### config.mk
export PLATFORM = sky130hd
export DESIGN_NAME = muldiv_seq
export DESIGN_NICKNAME = d
export VERILOG_FILES = /design/src/rtl/muldiv_pkg.sv /design/src/rtl/muldiv_seq.sv
export SDC_FILE = /design/constraint.sdc
export NUM_CORES = 1
export LEC_CHECK = 0
export ABC_AREA = 1
export CAP_MARGIN = 20
export CORE_UTILIZATION = 35
export CTS_CLUSTER_SIZE = 20
export DETAILED_ROUTE_END_ITERATION = 8
export HOLD_SLACK_MARGIN = 0.03
export PLACE_DENSITY = 0.55
export SYNTH_ARGS = -nofsm -noshare
export SYNTH_HDL_FRONTEND = slang
export SYNTH_SLANG_ARGS = --single-unit
### constraint.sdc
create_clock -name clk -period 1.82 [get_ports clk]
set_input_delay 0.273 -clock clk [delete_from_list [all_inputs] [get_ports clk]]
set_output_delay 0.273 -clock clk [all_outputs]
set_load 0.05 [all_outputs]
### src/rtl/muldiv_pkg.sv
// Shared types and ALU opcode constants for the iterative multiply/divide sequencer.
package muldiv_pkg;

    typedef enum logic [1:0] {
        MD_MUL  = 2'b00,
        MD_DIVU = 2'b01,
        MD_REMU = 2'b10,
        MD_RSVD = 2'b11
    } md_op_t;

    typedef enum logic [2:0] {
        S_IDLE,
        S_MUL_STEP,
        S_DIV_CMP,
        S_DIV_SUB,
        S_DONE
    } state_t;

    localparam logic [3:0] ALU_NOP = 4'b0000;
    localparam logic [3:0] ALU_ADD = 4'b0010;
    localparam logic [3:0] ALU_SUB = 4'b0110;
    localparam logic [3:0] ALU_GEU = 4'b1011;

endpackage

### src/rtl/muldiv_seq.sv
// Shift-add multiplier and restoring divider that borrow the shared EX ALU for
// every add, subtract and compare; all outputs are registered.
module muldiv_seq
    import muldiv_pkg::*;
#(
    parameter int DATA_WIDTH    = 32,
    parameter int OPCODE_LENGTH = 4
) (
    input  logic                     clk,
    input  logic                     rst_n,
    input  logic                     req_valid,
    output logic                     req_ready,
    input  logic [1:0]               req_op,
    input  logic [DATA_WIDTH-1:0]    req_a,
    input  logic [DATA_WIDTH-1:0]    req_b,
    output logic                     resp_valid,
    input  logic                     resp_ready,
    output logic [DATA_WIDTH-1:0]    resp_data,
    output logic                     alu_active,
    output logic [DATA_WIDTH-1:0]    alu_srca,
    output logic [DATA_WIDTH-1:0]    alu_srcb,
    output logic [OPCODE_LENGTH-1:0] alu_op,
    input  logic [DATA_WIDTH-1:0]    alu_result
);

    localparam int CNT_W = $clog2(DATA_WIDTH);
    localparam logic [CNT_W-1:0] CNT_LAST = CNT_W'(DATA_WIDTH - 1);

    state_t                 state, state_n;
    md_op_t                 op_q, op_n;
    logic [CNT_W-1:0]       cnt, cnt_n;
    logic [DATA_WIDTH-1:0]  prod, prod_n, mcand, mcand_n, mplier, mplier_n;
    logic [DATA_WIDTH-1:0]  rem, rem_n, quo, quo_n, dvsr, dvsr_n;
    logic [DATA_WIDTH-1:0]  result_n, shifted, srca_n, srcb_n;
    logic [OPCODE_LENGTH-1:0] alu_op_n;
    logic                   last;

    always_comb begin
        state_n  = state;
        op_n     = op_q;
        cnt_n    = cnt;
        prod_n   = prod;
        mcand_n  = mcand;
        mplier_n = mplier;
        rem_n    = rem;
        quo_n    = quo;
        dvsr_n   = dvsr;
        result_n = resp_data;
        last     = (cnt == CNT_LAST);
        shifted  = {rem[DATA_WIDTH-2:0], quo[DATA_WIDTH-1]};

        unique case (state)
            S_IDLE: begin
                if (req_valid) begin
                    op_n     = md_op_t'(req_op);
                    cnt_n    = '0;
                    prod_n   = '0;
                    mcand_n  = req_a;
                    mplier_n = req_b;
                    rem_n    = '0;
                    quo_n    = req_a;
                    dvsr_n   = req_b;
                    case (md_op_t'(req_op))
                        MD_MUL:  state_n = S_MUL_STEP;
                        MD_DIVU: begin
                            state_n = (req_b == '0) ? S_DONE : S_DIV_CMP;
                            result_n = '1;
                        end
                        MD_REMU: begin
                            state_n = (req_b == '0) ? S_DONE : S_DIV_CMP;
                            result_n = req_a;
                        end
                        default: begin
                            state_n  = S_DONE;
                            result_n = '0;
                        end
                    endcase
                end
            end
            S_MUL_STEP: begin
                if (mplier[0])
                    prod_n = alu_result;
                mcand_n  = mcand << 1;
                mplier_n = mplier >> 1;
                cnt_n    = cnt + CNT_W'(1);
                if (last) begin
                    state_n  = S_DONE;
                    result_n = prod_n;
                end
            end
            S_DIV_CMP: begin
                quo_n = quo << 1;
                rem_n = shifted;
                if (alu_result[0]) begin
                    state_n = S_DIV_SUB;
                end else begin
                    cnt_n = cnt + CNT_W'(1);
                    if (last) begin
                        state_n  = S_DONE;
                        result_n = (op_q == MD_REMU) ? rem_n : quo_n;
                    end
                end
            end
            S_DIV_SUB: begin
                rem_n = alu_result;
                quo_n = {quo[DATA_WIDTH-1:1], 1'b1};
                cnt_n = cnt + CNT_W'(1);
                state_n = last ? S_DONE : S_DIV_CMP;
                if (last)
                    result_n = (op_q == MD_REMU) ? rem_n : quo_n;
            end
            S_DONE: begin
                if (resp_ready) begin
                    state_n  = S_IDLE;
                    result_n = '0;
                end
            end
            default: state_n = S_IDLE;
        endcase

        // ALU drive is registered, so it is derived from the state being entered
        alu_op_n = OPCODE_LENGTH'(ALU_NOP);
        srca_n   = '0;
        srcb_n   = '0;
        case (state_n)
            S_MUL_STEP: begin
                alu_op_n = OPCODE_LENGTH'(ALU_ADD);
                srca_n   = prod_n;
                srcb_n   = mcand_n;
            end
            S_DIV_CMP: begin
                alu_op_n = OPCODE_LENGTH'(ALU_GEU);
                srca_n   = {rem_n[DATA_WIDTH-2:0], quo_n[DATA_WIDTH-1]};
                srcb_n   = dvsr_n;
            end
            S_DIV_SUB: begin
                alu_op_n = OPCODE_LENGTH'(ALU_SUB);
                srca_n   = rem_n;
                srcb_n   = dvsr_n;
            end
            default: ;
        endcase
    end

    always_ff @(posedge clk) begin
        if (!rst_n) begin
            state      <= S_IDLE;
            op_q       <= MD_MUL;
            cnt        <= '0;
            req_ready  <= 1'b1;
            resp_valid <= 1'b0;
            resp_data  <= '0;
            alu_active <= 1'b0;
            alu_op     <= OPCODE_LENGTH'(ALU_NOP);
            alu_srca   <= '0;
            alu_srcb   <= '0;
        end else begin
            state      <= state_n;
            op_q       <= op_n;
            cnt        <= cnt_n;
            req_ready  <= (state_n == S_IDLE);
            resp_valid <= (state_n == S_DONE);
            resp_data  <= result_n;
            alu_active <= (state_n == S_MUL_STEP) || (state_n == S_DIV_CMP) ||
                          (state_n == S_DIV_SUB);
            alu_op     <= alu_op_n;
            alu_srca   <= srca_n;
            alu_srcb   <= srcb_n;
        end
    end

    always_ff @(posedge clk) begin
        prod   <= prod_n;
        mcand  <= mcand_n;
        mplier <= mplier_n;
        rem    <= rem_n;
        quo    <= quo_n;
        dvsr   <= dvsr_n;
    end

endmodule

==> out/metrics.cfg <==
[cells_and_area]
n_fill_cell=3711
finalNonFillerCells=2548
syn2layout_area_growth_pct=41.0
fin_nets=2118
layout-drive-gt1-share=0.209
final_core_util=0.501

[place]
dp_hpwl_um=32400
dpl.cell_count=2464
portBuffers=204
globalplace.congestion=0.864

[timing]
final_max_slew_viol_count=0
grt_setup_unrepaired=true
setup_violations=96
worst_slack_ns=-0.268
post-route-period-util=1.15
skew_ns=0.0121
relSlewSlack=0.646
min_period_ns=2.09
max_slew.worst_pin.slew_ns=0.530
hold_viol=0
fmax_mhz=479

[min_path]
whs_path_depth=3
hold_start=req_b[27]
hold_path_end=dvsr[27]$_DFF_P_
hp-class=in2reg

[clock_network]
root_buffer=clkbuf_16
clk_latency_ns=0.52
cts_made_buffers=36
cts.clk_slew.worst_paths_ns=0.06
h-tree-depth=2
clk_path_buf_depth=3
cts_sinks=304
cts_tree=done

[floorplan]
die_x_um=198
coreArea_um2=37700
num_rows=71
io_pins=205
die_y_um=198
initial_core_util=0.356
die-area_um2=39000

[critical_path]
r2r_cells=14
reg2reg_slack_ns=-0.27
crit_fanout=7
crit_path_start_kind=flip-flop
cp-end-kind=flip-flop
crit_arrival_ns=2.53
crit_type=reg2reg
r2r-end=alu_srca[20]$_SDFF_PN0_
timing.rr.start=cnt[1]$_SDFFE_PN0P_
cp.required_ns=2.26

[job]
max-cap-violations=0

[global_route]
grt_antenna_before_repair=0
grt.total_usage=0.230
grt_max_degree=65
grt_pass1_wl_um=69800
grt_pass1_vias=12300
grt_remaining_overflow=0

[run_status]
violations=setup timing
status=finished with violations

[route]
finalWirelength_um=46000
vias=12900
drc_errors=0
vias_per_cell=5.07
dr.pass1.iters=5
ant_nets=0
drt_iter0_markers=959
routedWlPerCell_um=18.1

[logic_synthesis]
synthTopCellsByArea=dfxtp_1 36%, edfxtp_1 14%, nand2_1 12%
yosysSeqAreaShare=0.502
ys.flop_type=dfxtp_1
synth-async-reset-ratio=0
synth_top_area_share=0.360
syn-mean-instance-area_um2=7.79
ys_warn_count=0
ys_seq_elements=304
synth_edf_count=63
synthCells=1719
synthesis.nets=1827
syn_area_um2=13400
synth_top_area_cell=dfxtp_1
yosysUniqueCellTypes=34

[power_and_ir_drop]
p_leak_nw=8.27
peakVddDrop_uv=651
powerDensity_nw_per_um2=1280

## logic make-up (layout without fill, tap and decap cells)
group                    after synthesis  count (layout)  synth area share
AND/OR/NAND/NOR                      665             665             0.209
AO/OA/AOI/OAI                        434             434             0.192
buffers and inverters                309             626            0.0914
flip-flops                           304             304             0.502
adder cells (fa/ha/maj)                6               6           0.00561
XOR/XNOR                               1               1          0.000654
other                                  0               1                 0
## synth_stat cells (2+ instances only)
library cell and instances:
dfxtp_1 241, nor3_1 67, nand2_2 4, edfxtp_1 63
clkbuf_1 76, buf_1 11, nand3_4 2, ha_1 6
o221ai_1 56, nor2_4 2, nor2_1 54, o21ai_0 195
a22oi_1 33, nand2_1 425, buf_2 27, buf_4 8
o211ai_1 36, o22ai_1 2, inv_1 177, nor2_2 2
inv_2 9, nand4_1 2, a21oi_1 106, nand3_1 104
a31oi_1 2
## worst max-delay path by stage
stage,from,to,slack [ns],cells past startpoint
5_1_grt,cnt[1]$_SDFFE_PN0P_,alu_srca[12]$_SDFF_PN0_,-0.36,14
3_5_place_dp,req_b[5],alu_srca[19]$_SDFF_PN0_,-0.73,14
3_3_place_gp,req_b[5],alu_srca[30]$_SDFF_PN0_,-0.73,14
2_1_floorplan,cnt[0]$_SDFFE_PN0P_,resp_data[0]$_SDFFE_PN0P_,-0.002,13
6_report,cnt[1]$_SDFFE_PN0P_,alu_srca[20]$_SDFF_PN0_,-0.27,14
4_1_cts,cnt[1]$_SDFFE_PN0P_,alu_srca[22]$_SDFF_PN0_,-0.30,14
## layer usage
| layer | track usage | wire [um] | vias to the layer above |
|---|---|---|---|
| met3 | 0.0277 | 2400 | 67 |
| met1 | 0.325 | 21400 | 6074 |
| met5 | 0 | 0 | - |
| met4 | 0.0663 | 1310 | 0 |
| met2 | 0.367 | 20900 | 399 |
| li1 | - | - | 6390 |
## state kept, by name, indices dropped and copies added, names as in the netlist, 3 cells and up
name and flops:
alu_srca 32, alu_srcb 32, dvsr 32, mcand 32, mplier 32, prod 32
quo 32, rem 32, resp_data 32, cnt 5, alu_op 3, state 3
## worst max-delay path, stage by stage, from the launching register on
cell and delay [ns]:
dfxtp_2 0.35, ha_4 0.14, inv_2 0.05, nor3_4 0.11, ha_2 0.21, inv_4 0.06
a21oi_4 0.14, buf_6 0.12, nand3_4 0.09, nor2_8 0.16, buf_6 0.12, buf_6 0.12
buf_16 0.15, nand2_1 0.06, a21oi_1 0.12
## metrics by stage
| step | TNS (ns) | power (W) | setup WS, ns | hold slack (ns) | area [um2] |
|---|---|---|---|---|---|
| floorplan | -0.0486 | 0.0135 | -0.00162 | 0.396 | 13400 |
| global placement | -71.59 | 0.0165 | -0.732 | 0.434 | 16900 |
| detailed placement | -72.08 | 0.0166 | -0.730 | 0.450 | 16900 |
| CTS | -22.84 | 0.0239 | -0.300 | 0.430 | 18500 |
| global route | -26.93 | 0.0254 | -0.360 | 0.446 | 18900 |
| finish | -16.63 | 0.0241 | -0.268 | 0.443 | 18900 |
## final cells by class
class / instances / area, um2 / share of cell area
antenna: 1 / 2.50 / 0.000133
clock buffer: 57 / 1060 / 0.0563
clock inverter: 7 / 40.0 / 0.00212
inverter: 187 / 709 / 0.0376
multi-input combinational: 1106 / 5930 / 0.314
sequential: 304 / 6720 / 0.356
tap: 511 / 639 / 0.0339
timing repair buffer: 375 / 3770 / 0.200
## power by group
part           switching, W  internal [W]
Sequential         0.000577       0.00842
Clock               0.00281       0.00400
Combinational       0.00533       0.00299
## cells in the final DEF, fill, tap and decap left out, types with 43 or more instances in the layout
cell type | synthesis | routed
nor3_1 | 67 | 50
clkbuf_16 | 0 | 43
buf_4 | 8 | 194
dfxtp_1 | 241 | 237
edfxtp_1 | 63 | 63
a21oi_1 | 106 | 65
clkdlybuf4s50_1 | 0 | 101
nand2_1 | 425 | 390
o221ai_1 | 56 | 56
o21ai_0 | 195 | 194
inv_1 | 177 | 174
nand3_1 | 104 | 103
nor2_1 | 54 | 52
## repair_timing
action	4_1_cts	5_1_grt
hold buffers	0	0
gates resized for setup	109	68
setup buffers	8	3
cloned	6	5
setup endpoints to repair	142	184
pin swaps	31	18
Note: power is estimated with default switching activity, not from simulation.
==> edit 1 (same settings) <==
`resp_data` no longer has a reset.
--- a/src/rtl/muldiv_seq.sv
+++ b/src/rtl/muldiv_seq.sv
@@ -149,7 +149,6 @@
             cnt        <= '0;
             req_ready  <= 1'b1;
             resp_valid <= 1'b0;
-            resp_data  <= '0;
             alu_active <= 1'b0;
             alu_op     <= OPCODE_LENGTH'(ALU_NOP);
             alu_srca   <= '0;
@@ -160,13 +159,16 @@
             cnt        <= cnt_n;
             req_ready  <= (state_n == S_IDLE);
             resp_valid <= (state_n == S_DONE);
-            resp_data  <= result_n;
             alu_active <= (state_n == S_MUL_STEP) || (state_n == S_DIV_CMP) ||
                           (state_n == S_DIV_SUB);
             alu_op     <= alu_op_n;
             alu_srca   <= srca_n;
             alu_srcb   <= srcb_n;
         end
+    end
+
+    always_ff @(posedge clk) begin
+        resp_data <= result_n;
     end
 
     always_ff @(posedge clk) begin
Function: changed (Yosys sat finds a counterexample within 4 cycles, from zero or initial values and one cycle with rst_n low).
==> edit 1 against the unedited design <==
The run still ends with negative setup slack left; routed wire length shrank 3.9%; area after synthesis hardly changed; synthesized cell count down 4.4%; die area is essentially flat; design area down 1.0%; power rose by 1.8%; cell count is 2.9% lower; sequential cell count stayed put; worst setup slack gained 120 ps; via count decreased by 4.0%; critical path type unchanged; highest routed layer is now met5.
==> edit 1: results (changes against the unedited design) <==
Power
  • Clock share of power: 0.286 (+0.004)
  • Seq. pwr: 0.00929 W (+3.2%)
  • Flop pwr share: 0.378 (+0.005)
  • Leak: 7.87 nW (-4.9%)

Worst hold path
  • Hold Crit Class: reg -> reg

STA
  • Slew HR: 0.670 (+0.0238)
  • Worst Skew: 18.5 ps (+6.40 ps)
  • Setup violations, final: 94 (-2.1%)
  • Final worst setup slack: -144 ps (+123 ps)
  • Sum Neg Setup Slack: -7090 ps (+9540 ps)

Placement
  • Placed Area: 16700 µm² (-1.1%)
  • Hpwl dp: 30800 µm (-5.0%)
  • DP Worst Slack: -656 ps (+74.3 ps)

Synthesis
  • Number of synthesized flops with an enable pin: 95 (+51%)
  • Compound-Gate Fraction of Synth Area: 0.186 (-0.00610)
  • Syn nets: 1751 (-4.2%)
  • Main area contributors after synthesis: dfxtp_1 31%, edfxtp_1 21%, nand2_1 14%
  • Post-Synth XOR/XNOR Area: 0.000654 (about the same)
  • Most frequent cells after synthesis: 484 x nand2_1, 209 x dfxtp_1, 180 x inv_1

CTS
  • Post CTS Setup Buffer Count: 20 (+12)

Cells and area
  • Area occupied by multi-input gates: 5580 µm² (-5.9%)
  • Final #Nets: 2046 (-3.4%)

Worst setup path
  • Crit-path max FO: 8 (+1)
  • Worst Path Arrival: 2410 ps (-120 ps)

Run status
  • Status: finished with violations
  • Failing checks: negative setup slack

Routing
  • Vias per cell: 5.01 (-1.2%)
  • Pre-antenna DRT Iters: 6 (+1)

GRT
  • First-pass GRT wire length: 67600 µm (-3.1%)
  • Vias in the first global route: 11900 (-3.5%)
  • Routing usage on met2: 0.343 (-0.0244)
  • Initial antenna violation count: 2 (+2)
==> edit 1: final cells by class <==
cell class / count / area share
diodes: 1 / 0.000134
clock inverters: 7 / 0.00482
flip-flops and latches: 304 / 0.377
well taps: 511 / 0.0342
clock buffers: 55 / 0.0564
repair buffers: 368 / 0.189
inverters: 188 / 0.0394
multi-input cells: 1041 / 0.299
==> edit 1: path summary, 6_finish.rpt <==
kind / from / endpoint / slack [ps] / cells past startpoint
setup / recovery: cnt[1]$_SDFFE_PN0P_ / alu_srca[12]$_SDFF_PN0_ / -140 / 13
hold / removal: dvsr[16]$_DFF_P_ / dvsr[16]$_DFF_P_ / 460 / 2
setup reg to reg: cnt[1]$_SDFFE_PN0P_ / alu_srca[12]$_SDFF_PN0_ / -140 / 13
hold reg to reg: dvsr[16]$_DFF_P_ / dvsr[16]$_DFF_P_ / 460 / 2
==> edit 1: layer usage <==
layer	wire length [µm]	vias to the layer above
met5	9	-
met4	1040	2
met3	2710	74
met2	19500	437
met1	21000	5753
li1	-	6144
==> edit 2 (config.mk and constraints unchanged) <==
Without the edit above. `DATA_WIDTH`: 32 -> 64.
--- a/src/rtl/muldiv_seq.sv
+++ b/src/rtl/muldiv_seq.sv
@@ -3,7 +3,7 @@
 module muldiv_seq
     import muldiv_pkg::*;
 #(
-    parameter int DATA_WIDTH    = 32,
+    parameter int DATA_WIDTH    = 64,
     parameter int OPCODE_LENGTH = 4
 ) (
     input  logic                     clk,
Interface: changed (6 resized); port bits go from 205 to 397. No check against the original RTL was run, so the function may have changed too.
==> edit 2 against the unedited design <==
The flow still finishes with violations (negative setup slack); synthesized cell count rose by 92%; die area rose by 91%; area after synthesis rose by 92%; worst setup slack got worse by 42 ps; design area rose by 96%; power rose by 88%; routed wire length rose by 120%; first-iteration DRC count rose to 2.6 times the old value; via count rose by 95%; critical endpoint is now alu_srca[54]$_SDFF_PN0_; sequential cell count rose by 289; global-route usage rose by 3.7 points; sequential power rose by 87%; combinational power rose by 84%.
==> edit 2: results (changes against the unedited design) <==
Run status
  • Status: finished with violations
  • Failing checks: negative setup slack

Synthesis
  • Post-synth cell types: 33 (-2.9%)
  • Number of synthesized flops with an enable pin: 127 (+100%)
  • Main area contributors after synthesis: dfxtp_1 36%, nand2_1 15%, edfxtp_1 15%
  • Compound-Gate Fraction of Synth Area: 0.208 (+0.0158)
  • Largest family of logic cells by synthesized area: compound AO/OA/AOI/OAI gates
  • Post-Synth XOR/XNOR Area: 0.000341 (-0.000313)
  • Adder-Cell Fraction of Synth Area: 0.00243 (-0.00317)
  • Most frequent cells after synthesis: 1036 x nand2_1, 466 x dfxtp_1, 299 x a21oi_1
  • Avg Inst Size Synth: 7.77 µm² (-0.21%)

STA
  • Setup violations, final: 282 (+190%)
  • Final worst setup slack: -310 ps (-42.1 ps)
  • Worst Skew: 26.4 ps (+14.3 ps)
  • Slew HR: 0.565 (-0.0807)

Cells and area
  • Post-route insts no fill: 4884 (+92%)
  • FILL cells: 6927 (+87%)
  • Share of layout cells above drive strength 1: 0.204 (-0.00495)

GRT
  • Initial antenna violation count: 21 (+21)
  • Routing usage on met2: 0.415 (+0.0479)
  • First-pass GRT wire length: 151000 µm (+120%)
  • M1 GR Usage: 0.372 (+0.0473)

Placement
  • Dpl cells: 4667 (+89%)
  • Hpwl dp: 68900 µm (+110%)
  • Port Buffers: 396 (+94%)

Power
  • Cell Int Power: 0.0294 W (+91%)
  • Maximum VDD drop: 0.623 mV (-4.4%)
  • Leak: 15.9 nW (+92%)

CTS
  • CTS buffer count: 67 (+86%)
  • Worst skew pair latency: 610 ps (+90 ps)

Routing
  • Iter 0 DRT Violations: 2464 (+160%)
## edit 2: what timing repair did
item                       4_1_cts  5_1_grt
pin swaps                       49       36
resized for setup              308       84
hold endpoints to repair         0        0
gates cloned                    38        7
setup buffers                   43        7
setup endpoints to repair      401      370
## edit 2: worst paths after layout
path                  startpoint                          to  slack (ps)  cells after the start
min reg2reg     dvsr[21]$_DFF_P_            dvsr[21]$_DFF_P_         450                      2
min                        rst_n  resp_data[11]$_SDFFE_PN0P_         200                      3
max          state[1]$_SDFF_PN0_     alu_srca[54]$_SDFF_PN0_        -310                     15
max reg2reg  state[1]$_SDFF_PN0_     alu_srca[54]$_SDFF_PN0_        -310                     15
## edit 2: final cells by class
class	count	area, µm²	area share
Antenna cell	8	20.0	0.000540
Clock inverter	17	121	0.00327
Timing Repair Buffer	748	8120	0.219
Tap cell	950	1190	0.0321
Clock buffer	100	2050	0.0552
Sequential cell	593	13100	0.355
Multi-Input combinational cell	2179	11300	0.305
Inverter	289	1120	0.0302
## edit 2: logic make-up (layout without fill, tap and decap cells)
| kind of cell | Yosys count | count (layout) |
|---|---|---|
| XOR/XNOR | 1 | 1 |
| AND/OR/NAND/NOR | 1281 | 1283 |
| AO/OA/AOI/OAI | 890 | 890 |
| other | 0 | 8 |
| buffers and inverters | 535 | 1154 |
| adder cells (fa/ha/maj) | 5 | 5 |
| flip-flops | 593 | 593 |
## edit 2: worst max-delay path, cell delays in order, from the launching register on
cell and delay (ps):
dfxtp_2 340, buf_6 120, nor2_4 80, inv_2 70, nor2_4 120, nand2_4 80
inv_4 80, a21oi_2 60, nand2_2 110, nand3_2 100, nor2_4 200, buf_12 150
clkbuf_16 140, buf_4 120, nand2_1 60, a21oi_2 190
## edit 2: metal layers
| metal | vias to the layer above | wire (µm) |
|---|---|---|
| met4 | 22 | 3100 |
| met5 | - | 138 |
| met1 | 11800 | 46700 |
| li1 | 12400 | - |
| met2 | 946 | 45900 |
| met3 | 185 | 7460 |
## edit 2: stage by stage
step	instance area, µm²	hold slack (ps)	TNS (ps)	setup WS, ps	total power, W
finish	37100	201	-38650	-310	0.0455
global route	37100	189	-61480	-378	0.0474
CTS	36600	167	-37200	-272	0.0451
detailed placement	32200	433	-224960	-1230	0.0294
global placement	32200	428	-220270	-1150	0.0293
floorplan	25700	396	-6050	-91.3	0.0241
## edit 2: power by group through the flow
stage | sequential [W] | clock [W] | combinational, W
detailed placement | 0.0170 | 0 | 0.0123
global route | 0.0170 | 0.0141 | 0.0163
CTS | 0.0168 | 0.0136 | 0.0147
floorplan | 0.0187 | 0 | 0.00540
finish | 0.0168 | 0.0134 | 0.0153
global placement | 0.0170 | 0 | 0.0123
